File: src/rtl/sipo_deserializer.sv
// sipo_deserializer
//   Assembles a serial bit stream into WIDTH-bit words and presents each word
//   through a one-entry valid/ready holding register. A completed word that
//   finds the holding register full and not being consumed is dropped, and
//   the sticky overrun flag is set.
//
//   Optional feature macro: SIPO_PARITY_EN
//     defined   : each word is WIDTH data bits followed by one even-parity bit;
//                 parity_err is loaded alongside par_out.
//     undefined : words are WIDTH bits; parity_err is tied to 0.
//
// Ports
//   clk         rising-edge clock
//   rst         asynchronous, active-high reset
//   clear       synchronous flush of partial word, bit counter and overrun
//   ser_in      serial data bit
//   ser_valid   ser_in is sampled on this edge
//   par_out     assembled word (holding register)
//   par_valid   par_out holds an unconsumed word
//   par_ready   downstream takes par_out on this edge when par_valid=1
//   bit_cnt     bits accepted into the current partial word
//   overrun     sticky: a completed word was dropped
//   parity_err  parity flag for the word in the holding register

module sipo_deserializer #(
    parameter int WIDTH     = 4,
    parameter bit MSB_FIRST = 1'b1
) (
    input  logic                       clk,
    input  logic                       rst,
    input  logic                       clear,
    input  logic                       ser_in,
    input  logic                       ser_valid,
    output logic [WIDTH-1:0]           par_out,
    output logic                       par_valid,
    input  logic                       par_ready,
    output logic [$clog2(WIDTH+1)-1:0] bit_cnt,
    output logic                       overrun,
    output logic                       parity_err
);

    localparam int CNT_W = $clog2(WIDTH+1);
`ifdef SIPO_PARITY_EN
    localparam int LAST = WIDTH;        // parity bit closes the word
`else
    localparam int LAST = WIDTH - 1;
`endif
    localparam logic [CNT_W-1:0] LAST_CNT = CNT_W'(LAST);
    localparam logic [CNT_W-1:0] CNT_ONE  = CNT_W'(1);

    logic [WIDTH-1:0] shift_reg;
    logic [WIDTH-1:0] shift_next;
    logic [WIDTH-1:0] word_data;
    logic             word_perr;
    logic             accept;
    logic             word_done;
    logic             shift_en;

    generate
        if (MSB_FIRST) begin : g_msb
            assign shift_next = {shift_reg[WIDTH-2:0], ser_in};
        end else begin : g_lsb
            assign shift_next = {ser_in, shift_reg[WIDTH-1:1]};
        end
    endgenerate

    // clear wins over a simultaneous bit, so that bit never counts
    assign accept    = ser_valid && !clear;
    assign word_done = accept && (bit_cnt == LAST_CNT);

`ifdef SIPO_PARITY_EN
    // The parity bit is not shifted in: data is already complete in shift_reg.
    assign shift_en  = accept && !word_done;
    assign word_data = shift_reg;
    assign word_perr = (^shift_reg) ^ ser_in;
`else
    assign shift_en  = accept;
    assign word_data = shift_next;
    assign word_perr = 1'b0;
`endif

    always_ff @(posedge clk or posedge rst) begin
        if (rst) begin
            shift_reg <= '0;
            bit_cnt   <= '0;
        end else if (clear) begin
            shift_reg <= '0;
            bit_cnt   <= '0;
        end else begin
            if (shift_en)
                shift_reg <= shift_next;
            if (word_done)
                bit_cnt <= '0;
            else if (accept)
                bit_cnt <= bit_cnt + CNT_ONE;
        end
    end

    logic perr_q;

    always_ff @(posedge clk or posedge rst) begin
        if (rst) begin
            par_out   <= '0;
            par_valid <= 1'b0;
            perr_q    <= 1'b0;
            overrun   <= 1'b0;
        end else begin
            if (word_done) begin
                if (!par_valid || par_ready) begin
                    par_out   <= word_data;
                    perr_q    <= word_perr;
                    par_valid <= 1'b1;
                end
            end else if (par_valid && par_ready) begin
                par_valid <= 1'b0;
            end

            if (clear)
                overrun <= 1'b0;
            else if (word_done && par_valid && !par_ready)
                overrun <= 1'b1;
        end
    end

`ifdef SIPO_PARITY_EN
    assign parity_err = perr_q;
`else
    assign parity_err = 1'b0;
`endif

endmodule

File: config.mk
export PLATFORM = sky130hd
export DESIGN_NAME = sipo_deserializer
export DESIGN_NICKNAME = d
export VERILOG_FILES = /design/src/rtl/sipo_deserializer.sv
export SDC_FILE = /design/constraint.sdc
export NUM_CORES = 1
export LEC_CHECK = 0
export ABC_CLOCK_PERIOD_IN_PS = 1500
export BUFFER_PORTS_ARGS = -buffer_cell sky130_fd_sc_hd__buf_2
export CAP_MARGIN = 15
export CORE_MARGIN = 1.5
export CORE_UTILIZATION = 35
export CTS_CLUSTER_DIAMETER = 120
export DETAILED_ROUTE_END_ITERATION = 16
export GPL_ROUTABILITY_DRIVEN = 0
export PLACE_DENSITY = 0.56
export SLEW_MARGIN = 5
export SYNTH_ARGS = -nofsm -noshare
export SYNTH_HDL_FRONTEND = slang
export SYNTH_SLANG_ARGS = --single-unit
File: constraint.sdc
create_clock -name clk -period 1.5 [get_ports clk]
set_input_delay 0 -clock clk [delete_from_list [all_inputs] [get_ports clk]]
set_output_delay 0 -clock clk [all_outputs]
set_load 0.02 [all_outputs]
**Word-level counts from Yosys, hierarchy flattened**

Index checks and enable logic that the tools add are counted.

- Register bits after elaboration: 12
- Output and inout port bits: 10
- Word-level logic and storage cells: 33

- Add/sub/neg operators: 1
- Equality and inequality tests: 2
- Muxes and demuxes: 10
- Reduce and logical (&&, ||, !) cells: 15

Operator list:

| cell | number |
|---|---|
| two-way mux 3 bit | 5 |
| nonzero test 2 bit | 3 |
| logical AND 1 bit | 5 |
| two-way mux 1 bit | 5 |
| AND reduction 2 bit | 2 |
| adder 3 x 1 -> 3 bit, second input constant | 1 |
| == test 3 x 2 -> 1 bit, second input constant | 1 |
| logical NOT 1 bit | 3 |
| nonzero test 3 bit | 1 |
| != test 2 x 1 -> 1 bit, second input constant | 1 |
| logical OR 1 bit | 1 |

**Logic depth before layout (Yosys ltp)**

- Depth in word-level cells: 7
- Mapped depth: 5

**Worst setup path before layout**

No wires, ideal clock.

- Path type: register to register
- Start: reg bit_cnt[0]
- End: reg par_out[0]
- Library setup time: 0.125 ns
- Arrival time: 1.595 ns
- Data required time: 1.375 ns
- Setup slack: -0.220 ns
- Stages on the path, launching flop included: 6
- Buffers on the path: 1
- Path through: dfrtp_1 ha_1 nand2_2 or4_4 buf_6 mux2_4

- Word-level cells in the longest chain between the ends: 3

RTL lines:

| item | line | RTL |
|---|---|---|
| start: declaration | 37 | `output logic [$clog2(WIDTH+1)-1:0] bit_cnt,` |
| start signal: assignment | 95 | `bit_cnt <= bit_cnt + CNT_ONE;` |
| == test 3 x 2 -> 1 bit | 69 | `assign word_done = accept && (bit_cnt == LAST_CNT);` |
| logical AND 1 bit | 69 |  |
| AND reduction 2 bit (no source line) | n/a |  |
| end signal: assignment | 110 | `par_out <= word_data;` |
| end: declaration | 34 | `output logic [WIDTH-1:0] par_out,` |

No other way between the ends.
A chain may end at the register's enable or synchronous reset.

**Worst setup path in the final report**

- Start: reg bit_cnt[1]
- End: reg par_out[0]

The elaborated chain is that of the path after synthesis.

==> qor.yml <==
status: "completed"
path_cells: "ha_4, nand2_2, or4_4, mux2_4"
cp-end-kind: "flop"
cp.required_ns: 1.67
first_iter_violations: 8
antenna_cells: 0
via_per_inst: 4.72
crit_path_top_delay_cell: "or4_4"
ant_nets: 0
synth_fa_ha_area_share_pct: 2.26
finalClockSkew_ns: 0.00597
synth_top_family_by_area: "multiplexers"
nets: 73
grt_pass1_vias: 339
hold_end: "par_valid"
areaGrowthSynthToFinish_pct: 31.0
startpoint: "bit_cnt[1]"
hold_path_depth: 3
grt_antenna_before_repair: 0
critPathMaxStageDelay_ns: 0.47
pwr_density_cell_nw_per_um2: 974
peakVddDrop_mv: 0.506
core-area_sq_um: 1490
synthDistinctLibCells: 19
crit_path_max_fanout: 4
min_period_ns: 1.48
setup_violations: 0
hold_viol: 0
drc_errors: 0
arrival_ns: 1.65
grt_first_pass_wirelength_um: 1640
power.switching_w: 0.000176
drt_first_pass_iters: 4
critPathLaunchType: "flop"
swShare_pct: 24.9
place_area_sq_um: 643
avgSynthCellArea_sq_um: 12.6
setup-tns-final_ns: 0
postRouteWirelength_um: 958
fin_crit_sh_pct: 98.5
clkSinkCount: 12
io_pins: 16
internal_power_w: 0.000530
clk_pin_slew_ns: 0.08
drive_gt1_share_pct: 50.8
die_w_um: 42.8
avgRoutedWirePerCell_um: 11.8
synth.area.mux_share_pct: 18.1
hold_path.class: "input pin to flop"
timing.rr.end: "par_out[0]"
reg2reg_slack_ns: 0.02
fmax_ghz: 0.677
cts_buffers: 3
pwr-share-clk_pct: 37.4
cts_tree: "done"
yosys.area_share.simple_pct: 11.8
power.share.sequential_pct: 49.4
synth_compound_area_share_pct: 4.07
slew_violations: 0
overflow: 0
portBuffers: 14
crit_type: "flop to flop"
hpwlAfterDp_um: 714
clock_latency_ns: 0.28
final_cell_mix: "buf_2, dfrtp_1, nor2_1"
synth-seq-area-share_pct: 54.3
ctsResizeCount: 0
clockBufferDepth: 2
synth.yosys.warnings: 0
fp-row-count: 14
min_from: "par_ready"
root_buffer: "clkbuf_4"
die-area_sq_um: 1830
grt_max_degree: 13
grt_util_all_layers_pct: 12.6
synth-xor-area-share_pct: 0
synthesis.area_sq_um: 553
largest_register_ffs: 4
r2r_start: "bit_cnt[1]"
htreeDepth: 1
dr_total_vias: 382
rr_worst_depth: 4
postLayoutCellArea_sq_um: 724
synth_seq_cells: 12
synthCells: 44
die_h_um: 42.8
layout_commonest_cell: "buf_2"
start_util_pct: 37.1
rsz0062_at_grt: "yes"
maxCapViolCount: 0
pwr-share-comb_pct: 13.2
p_leak_nw: 0.402
synth_nets: 51
-- critical path: cells and delay by family, from the launching register on --
| family | cells | cell delay (ns) |
|---|---|---|
| muxes | 1 | 0.32 |
| adders and majority gates | 1 | 0.14 |
| and+or+nand+nor | 2 | 0.53 |
| DFF | 1 | 0.39 |
-- layout make-up --
cell class,instances,area (sq um)
multi-input cells,25,224
repair buffers,21,130
fillers,142,764
clock buffers,4,36.3
well taps,16,20.0
flip-flops and latches,12,303
inverters,3,11.3
-- worst max path at each step --
stage                       endpoint  slack [ns]  cells past startpoint
final                     par_out[0]        0.02                      4
after global routing      par_out[2]       -0.02                      4
after CTS                 par_out[0]       0.008                      4
after detailed placement  par_out[0]       0.002                      4
after global placement    par_out[0]        0.02                      4
after floorplan           par_out[0]       -0.10                      5
-- layer usage --
metal / GRT usage, % / wire length, um
met5: 0 / 0
met4: 5.63 / 22
met3: 6.81 / 63
met2: 17.0 / 419
met1: 16.4 / 452
-- per-stage QoR --
step / setup slack, ns / hold WS [ns] / std cells / util (%) / power (W)
2_1_floorplan: -0.101 / -0.135 / 44 / - / 0.000415
3_3_place_gp: 0.0223 / 0.0296 / 72 / 43.2 / 0.000437
3_5_place_dp: 0.00162 / 0.0319 / 72 / 43.2 / 0.000440
4_1_cts: 0.00802 / 0.0970 / 80 / 48.2 / 0.000711
5_1_grt: -0.0199 / 0.112 / 81 / 48.7 / 0.000741
6_report: 0.0227 / 0.0988 / 81 / 48.7 / 0.000705
-- cell families after synthesis --
| group | Yosys count |
|---|---|
| and+or+nand+nor | 12 |
| DFF | 12 |
| muxes | 8 |
| buffers and inverters | 7 |
| AOI/OAI and AO/OA | 3 |
| adders and majority gates | 1 |
| other | 1 |
-- cells in the mapped netlist --
master | n | area share (%)
ha_1 | 1 | 2.3
nand2_2 | 1 | 1.1
a211o_1 | 1 | 1.6
a41oi_1 | 1 | 1.6
nor2b_1 | 1 | 1.1
nor3_1 | 1 | 0.90
nand2_1 | 1 | 0.68
buf_4 | 2 | 2.7
conb_1 | 1 | 0.68
nor3b_1 | 1 | 1.4
dfrtp_1 | 12 | 54
a21oi_1 | 1 | 0.90
nor2_1 | 5 | 3.4
buf_6 | 2 | 4.1
or2_2 | 1 | 1.1
inv_1 | 3 | 2.0
mux2i_1 | 4 | 7.2
mux2_4 | 4 | 11
or4_4 | 1 | 2.0
-- timing repair --
action / CTS / global route
hold endpoints to repair: 18 / 0
hold buffers: 3 / 0
setup endpoints to repair: 2 / 4
setup buffers: 1 / 1
pin swaps: 0 / 0
-- power by group through the flow --
stage	registers [W]	logic, W	clock network [W]
after CTS	0.000348	0.0000935	0.000269
after detailed placement	0.000355	0.0000841	0
after global placement	0.000355	0.0000824	0
final	0.000348	0.0000929	0.000264
after global routing	0.000350	0.000103	0.000288
after floorplan	0.000368	0.0000466	0
Power figures use the tool's default switching activity.
